==> config.mk <==
export PLATFORM = sky130hd
export DESIGN_NAME = wb_port_arbiter
export DESIGN_NICKNAME = d
export VERILOG_FILES = /design/src/rtl/wb_port_arbiter.sv
export SDC_FILE = /design/constraint.sdc
export NUM_CORES = 1
export LEC_CHECK = 0
export CAP_MARGIN = 30
export CORE_MARGIN = 10
export CORE_UTILIZATION = 53
export DETAILED_ROUTE_END_ITERATION = 16
export GPL_TIMING_DRIVEN = 0
export PLACE_DENSITY = 0.87
export REMOVE_ABC_BUFFERS = 1
export SLEW_MARGIN = 20
export SYNTH_ARGS = -nofsm -noshare
export SYNTH_HDL_FRONTEND = slang
export SYNTH_SLANG_ARGS = --single-unit
==> constraint.sdc <==
create_clock -name clk -period 8 [get_ports clk]
set_input_delay 1.2 -clock clk [delete_from_list [all_inputs] [get_ports clk]]
set_output_delay 1.2 -clock clk [all_outputs]
set_load 0.1 [all_outputs]
==> src/rtl/wb_port_arbiter.sv <==
// wb_port_arbiter: shares the register-file write port between the pipeline
// W stage (always wins) and a long-latency unit whose results are parked in
// a small FIFO until the port is idle. Tracks LLU-pending destinations for
// the hazard unit and raises stall_req when the FIFO is starved of the port.
// Optional feature macro: WB_ARB_BYPASS_EN (same-cycle LLU write when idle).
module wb_port_arbiter #(
    parameter int XLEN         = 32,
    parameter int FIFO_DEPTH   = 2,
    parameter int STARVE_LIMIT = 4
) (
    input  logic            clk,
    input  logic            rst_n,
    input  logic            wb_we,
    input  logic [4:0]      wb_rd,
    input  logic [XLEN-1:0] wb_data,
    input  logic            llu_issue,
    input  logic [4:0]      llu_issue_rd,
    input  logic            llu_valid,
    input  logic [4:0]      llu_rd,
    input  logic [XLEN-1:0] llu_data,
    output logic            llu_ready,
    output logic            rf_we,
    output logic [4:0]      rf_rd,
    output logic [XLEN-1:0] rf_wdata,
    input  logic [4:0]      rs1_addr,
    input  logic [4:0]      rs2_addr,
    output logic            rs1_busy,
    output logic            rs2_busy,
    output logic            stall_req
);
    localparam int PTR_W = $clog2(FIFO_DEPTH);
    localparam int CNT_W = PTR_W + 1;
    localparam int STV_W = $clog2(STARVE_LIMIT + 1);

    typedef enum logic {NORMAL, STARVED} state_e;

    logic [4:0]      rd_mem_q   [FIFO_DEPTH];
    logic [XLEN-1:0] data_mem_q [FIFO_DEPTH];
    logic [PTR_W-1:0] wr_ptr_q, rd_ptr_q;
    logic [CNT_W-1:0] count_q, count_d;
    logic [31:0]      busy_q, busy_d;
    logic [STV_W-1:0] starve_q, starve_d;
    state_e           state_q;
    logic             stall_q;

    logic       fifo_empty, push, pop, bypass, clr_en;
    logic [4:0] head_rd, clr_rd;

    assign fifo_empty = (count_q == '0);
    // Ready depends only on registered occupancy so the LLU never sees a
    // combinational path through the pipeline write enable.
    assign llu_ready  = (count_q < CNT_W'(FIFO_DEPTH));
    assign head_rd    = rd_mem_q[rd_ptr_q];

`ifdef WB_ARB_BYPASS_EN
    assign bypass = fifo_empty & ~wb_we & llu_valid & (llu_rd != 5'd0);
`else
    assign bypass = 1'b0;
`endif

    // x0 results are accepted by the handshake but never stored.
    assign push   = llu_valid & llu_ready & (llu_rd != 5'd0) & ~bypass;
    assign pop    = ~wb_we & ~fifo_empty;
    assign clr_en = pop | bypass;
    assign clr_rd = bypass ? llu_rd : head_rd;

    assign rs1_busy  = busy_q[rs1_addr];
    assign rs2_busy  = busy_q[rs2_addr];
    assign stall_req = stall_q;

    // Port grant: pipeline first, then bypass, then FIFO head, else idle.
    always_comb begin
        rf_we    = 1'b0;
        rf_rd    = '0;
        rf_wdata = '0;
        if (wb_we) begin
            rf_we    = 1'b1;
            rf_rd    = wb_rd;
            rf_wdata = wb_data;
        end else if (bypass) begin
            rf_we    = 1'b1;
            rf_rd    = llu_rd;
            rf_wdata = llu_data;
        end else if (!fifo_empty) begin
            rf_we    = 1'b1;
            rf_rd    = head_rd;
            rf_wdata = data_mem_q[rd_ptr_q];
        end
        if (!rst_n) rf_we = 1'b0;
    end

    // Next-state for occupancy, pending-rd scoreboard and starve counter.
    always_comb begin
        count_d = count_q;
        if (push && !pop)      count_d = count_q + CNT_W'(1);
        else if (pop && !push) count_d = count_q - CNT_W'(1);

        busy_d = busy_q;
        if (clr_en) busy_d[clr_rd] = 1'b0;
        // A new issue to the same rd on the clearing edge must stay pending.
        if (llu_issue && (llu_issue_rd != 5'd0)) busy_d[llu_issue_rd] = 1'b1;
        busy_d[0] = 1'b0;

        starve_d = starve_q;
        if (pop || fifo_empty)                               starve_d = '0;
        else if (wb_we && (starve_q != STV_W'(STARVE_LIMIT))) starve_d = starve_q + STV_W'(1);
    end

    // FIFO payload storage; contents are only meaningful below count_q.
    always_ff @(posedge clk) begin
        if (push) begin
            rd_mem_q[wr_ptr_q]   <= llu_rd;
            data_mem_q[wr_ptr_q] <= llu_data;
        end
    end

    // Control state: pointers, count, scoreboard, starve counter.
    always_ff @(posedge clk or negedge rst_n) begin
        if (!rst_n) begin
            wr_ptr_q <= '0;
            rd_ptr_q <= '0;
            count_q  <= '0;
            busy_q   <= '0;
            starve_q <= '0;
        end else begin
            if (push) wr_ptr_q <= wr_ptr_q + PTR_W'(1);
            if (pop)  rd_ptr_q <= rd_ptr_q + PTR_W'(1);
            count_q  <= count_d;
            busy_q   <= busy_d;
            starve_q <= starve_d;
        end
    end

    // Starvation FSM with registered stall request.
    always_ff @(posedge clk or negedge rst_n) begin
        if (!rst_n) begin
            state_q <= NORMAL;
            stall_q <= 1'b0;
        end else begin
            case (state_q)
                NORMAL: begin
                    if (starve_d == STV_W'(STARVE_LIMIT)) begin
                        state_q <= STARVED;
                        stall_q <= 1'b1;
                    end
                end
                STARVED: begin
                    if (pop || fifo_empty) begin
                        state_q <= NORMAL;
                        stall_q <= 1'b0;
                    end
                end
                default: begin
                    state_q <= NORMAL;
                    stall_q <= 1'b0;
                end
            endcase
        end
    end
endmodule

==> Yosys cells after proc, flatten, opt, wreduce, memory -nomap -nowiden <==
Memory sizes are Yosys's and may differ from the RTL's.
Index checks and enable logic that the tools add are counted.
{ "totals": {"regBits": 40, "ramBits": 74, "inputBits": 94, "out_inout_bits": 42, "word_cells": 77, "mem_count": 2} }
{ "mem_list": {"columns": ["name", "depth", "width", "rd", "rd_ports_with_merged_regs", "wr", "line_no", "source"], "rows": [
  ["data_mem_q", 2, 32, 1, 0, 1, "38", "logic [XLEN-1:0] data_mem_q [FIFO_DEPTH];"],
  ["rd_mem_q", 2, 5, 1, 0, 1, "37", "logic [4:0] rd_mem_q [FIFO_DEPTH];"]
]} }
{ "classes": {"add_sub_neg": 5, "n_lt_le_gt_ge": 7, "eq_ne": 4, "n_mux": 29, "n_bitwise": 9, "n_reduce_logical": 14} }
{ "op_table": {"columns": ["op", "n"], "rows": [
  ["$mux 32", 4],
  ["$and 32x32->32", 1],
  ["$not 32->32", 1],
  ["$or 32x32->32", 1],
  ["$lt 5x6->1 const B", 4],
  ["$mux 1", 13],
  ["$bmux 1 s5", 2],
  ["$demux 1 s5", 2],
  ["$ge 5x1->1 const B", 2],
  ["$mux 5", 2],
  ["$reduce_bool 5->1", 2],
  ["$logic_and 1x1->1", 6],
  ["$mux 3", 2],
  ["$mux 2", 2],
  ["$pmux 1 s2", 2],
  ["$add 3x1->3 const B", 1],
  ["$and 1x1->1", 3],
  ["$eq 3x3->1 const B", 1],
  ["$ne 3x3->1 const B", 1],
  ["$not 1->1", 3],
  ["$add 1x1->1 const B", 2],
  ["$add 2x1->2 const B", 1],
  ["$logic_not 1->1", 2],
  ["$logic_not 2->1", 1],
  ["other kinds (7)", 7]
]} }

==> Longest topological paths before layout <==
An unclocked memory read counts as a cell.
{ "logic_depth": {"word_depth": 10, "mapped_depth": 7, "depth_no_buf": 6} }

==> Least setup slack after synthesis <==
Ideal clock, no wire load.
{ "synth_path": {"path_kind": "input -> output", "start": "in wb_we", "end": "out rf_wdata[23]", "arrival_time_ns": 3.873, "t_required_ns": 6.800, "setup_slack_ns": 2.927, "cell_stages": 4, "path_buffers": 2, "path_cell_list": "o21bai_1 buf_2 buf_4 o21ai_0"} }
{ "synth_via": {"elab_chain_len": 1} }
{ "synth_rtl": {"columns": ["element", "line_no", "source"], "rows": [
  ["start: declaration", "13", "input logic wb_we,"],
  ["$mux 32", "76", "if (wb_we) begin"],
  ["end: declaration", "24", "output logic [XLEN-1:0] rf_wdata,"]
]} }
No other way between the ends.

==> Worst setup path in the final report <==
{ "layout_path": {"start": "in rs1_addr[1]", "end": "out rs1_busy"} }
{ "layout_via": {"elab_chain_len": 2} }
{ "layout_rtl": {"columns": ["element", "line_no", "source"], "rows": [
  ["start: declaration", "25", "input logic [4:0] rs1_addr,"],
  ["$bmux 1 s5", "67", "assign rs1_busy = busy_q[rs1_addr];"],
  ["$mux 1 (not written as such)", "67", null],
  ["end: declaration", "27", "output logic rs1_busy,"]
]} }
No other way between the ends. The select of a mux whose other input is x is not followed.

==> reports/qor.csv <==
stage,metric,value,unit
place,dp_hpwl,11480,µm
die,die-area,14750,µm²
global_routing,grt_pass1_wl,27810,µm
yosys,yosys.area_share.simple,0.1030,
sta,fin_crit,5.140,ns
detailed_routing,avgRoutedWirePerCell,23.87,µm
yosys,synth_top_area_frac,0.4075,
detailed_routing,drt_iter0_markers,431,
yosys,syn-cell-area,5453,µm²
yosys,synthAdderAreaFrac,0.006884,
final_layout,n_antenna_cell,0,
setup_path,path_class,primary input to primary output,
sta,final.period_utilization,0.6425,
yosys,synth_compound_area_frac,0.1345,
pwr,peakVddDrop,296.7,µV
yosys,synth_flop_cell,edfxtp_1,
setup_path,cpMostUsedCell,clkdlybuf4s50_1,
die,core,9910,µm²
global_routing,grt-ovfl-total,0,
final_layout,mostFrequentLayoutCell,clkdlybuf4s50_1,
place,dpl.cell_count,714,
sta,fin_hold_ws,0.5156,ns
setup_path,r2r-end,busy_q[13]$_DFF_PN0_,
min_path,hp-start,stall_req$_DFFE_PN0P_,
sta,tightest_slew,1.022,ns
cts,cts_tree,done,
detailed_routing,finalWirelength,17800,µm
min_path,hp-class,flop to flop,
cts,hold_buffers,0,
outcome,status,completed,
setup_path,r2r_setup_slack,5.94,ns
final_layout,syn_to_final_growth,39.28,%
yosys,yosys.area_share.xor_xnor,0.009637,
yosys,synth.area.top_cells,"edfxtp_1 41%, dfrtp_1 18%, mux2i_1 10%",
yosys,yosysWarnings,0,
cts,post_cts_resized,0,
detailed_routing,via_per_inst,6.114,
final_layout,drive_gt1_frac,0.07830,
min_path,hold_depth,1,
sta,fmax,194.6,MHz
final_layout,fin_cells,746,
detailed_routing,drtPass1Iterations,5,
detailed_routing,vias,4561,
min_path,hold-path-endpoint,stall_req$_DFFE_PN0P_,
setup_path,start_kind,primary input,
global_routing,grt_start_max_net_pins,52,
global_routing,track_usage,0.2464,
yosys,ys_types,41,
die,io_pins,136,
sta,finalSetupViolations,0,
setup_path,worstPathCellList,clkdlybuf4s50_1 -> mux4_2 -> nand2b_1 -> o2111ai_1 -> nand4_1 -> clkdlybuf4s50_1,
cts,clk_latency,0.52,ns
global_routing,antenna_found_initial,0,
cts,cts.path.max_buffers,2,
yosys,synth_top_family_by_area,compound AO/OA/AOI/OAI gates,
setup_path,critPathArrivalTime,3.94,ns
cts,ctsRootBufferMaster,clkbuf_8,
cts,clk_pin_slew,0.06,ns
sta,relSlewSlack,0.3163,
die,die_w,121.4,µm
place,numPortBuffers,135,
pwr,p_leak,0.002909,µW
setup_path,critPathCaptureType,primary output,
sta,rsz0062_at_grt,false,
setup_path,critPathSlowestCell,clkdlybuf4s50_1,
yosys,synth_edf_count,74,
cts,postCtsSetupBuffers,0,
setup_path,critPathRequiredTime,6.80,ns
cts,clock_sinks,114,
setup_path,ff2ff_path_depth,5,
die,initial_utilization,0.5503,
yosys,synthArstFlopShare,0.3509,
yosys,synth_mux_area_frac,0.1296,
final_layout,fin_nets,697,
sta,finalHoldViolations,0,
sta,finalMaxSlewViolations,0,
setup_path,path_buf_inv,2,
detailed_routing,drcViolationCount,0,
pwr,total_power,2872,µW
setup_path,worstPathMaxFanout,10,
die,fp-row-count,36,
yosys,syn_avg_cell_area,11.85,µm²
yosys,synthCells,460,
yosys,synth_seq_area_share,0.5911,
die,die_h,121.4,µm
setup_path,max_stage_delay,0.99,ns
setup_path,worstReg2RegStart,rd_ptr_q$_DFFE_PN0N_,
sta,fin_tns_setup,0,ns
yosys,yosysTopAreaCell,edfxtp_1,
pwr,p_per_area,378.1,nW/µm²
setup_path,critPathTopFamily,buffers and inverters,
yosys,ys_seq_elements,114,
job,max-cap-violations,0,
place,place.gp.congestion,0.8826,
detailed_routing,drt.antenna.violating_nets,0,
global_routing,grt_pass1_vias,4967,
sta,clock_skew,0.009432,ns
cts,h-tree-depth,4,
cts,cts_made_buffers,17,
final_layout,final_cell_mix,"133 x clkdlybuf4s50_1, 107 x o21ai_0, 74 x edfxtp_1, 56 x mux2i_1, 47 x nand2_1",
## cell families after synthesis
kind of cell    after synthesis
compound gates              135
flops                       114
simple gates                112
mux                          63
buf+inv                      27
xor+xnor                      6
fa+ha+maj                     3
## how the worst max path moves through the flow
| stage | startpoint | to | slack [ns] | depth (start not counted) |
|---|---|---|---|---|
| 3_3_place_gp | wb_we | rf_wdata[22] | 1.50 | 4 |
| 3_5_place_dp | rs1_addr[1] | rs1_busy | 2.86 | 6 |
| 6_report | rs1_addr[1] | rs1_busy | 2.86 | 6 |
| 5_1_grt | rs1_addr[1] | rs1_busy | 2.71 | 6 |
| 4_1_cts | rs1_addr[1] | rs1_busy | 2.86 | 6 |
| 2_1_floorplan | rd_ptr_q$_DFFE_PN0N_ | rf_rd[4] | 2.68 | 2 |
## synth_stat cells, types with 7 or more instances
cell and instances:
nand3_1 14, nor2_1 11, a21oi_1 7, edfxtp_1 74
nand3b_1 7, buf_2 8, inv_1 7, dfrtp_1 40
nand2_1 47, nor2b_1 8, mux2i_1 56, o21ai_0 107
## worst reg2reg max path, delay by kind of cell (launching register included)
kind,cells,cell delay (ns)
DFF,1,0.50
AOI/OAI and AO/OA,3,0.69
buffers and inverters,1,0.29
muxes,1,0.46
## flip-flops by register name, summed over array words and instances (netlist names)
signal,flops
count_q,2
wr_ptr_q,1
state_q,1
starve_q,3
rd_mem_q,10
data_mem_q,64
rd_ptr_q,1
busy_q,31
stall_req,1
## area by class of cell
cell class              instances  area, µm²
clock buffers                  19      421.7
clock inverters                13      142.6
fillers                       562       2315
inverters                       7      26.28
multi-input cells             319       2112
flip-flops and latches        114       3227
well taps                     133      166.4
repair buffers                141       1499
## per-layer routing
metal / track usage / up-vias / routed length [µm]
met5: 0 / - / 0
met4: 0.1110 / 0 / 525
met3: 0.07957 / 49 / 1663
met2: 0.4212 / 291 / 9033
met1: 0.2740 / 2208 / 6582
li1: - / 2013 / -
## power breakdown
part / switching (µW) / internal, µW
Combinational: 817 / 389
Clock: 265 / 468
Sequential: 126 / 808
## per-stage QoR
| step | util | setup WS [ns] | area (µm²) |
|---|---|---|---|
| 2_1_floorplan | - | 2.682 | 5341 |
| 3_3_place_gp | 0.6922 | 1.505 | 6859 |
| 3_5_place_dp | 0.7095 | 2.864 | 7030 |
| 4_1_cts | 0.7664 | 2.857 | 7595 |
| 5_1_grt | 0.7664 | 2.705 | 7595 |
| 6_report | 0.7664 | 2.860 | 7595 |
Power figures use the tool's default switching activity.
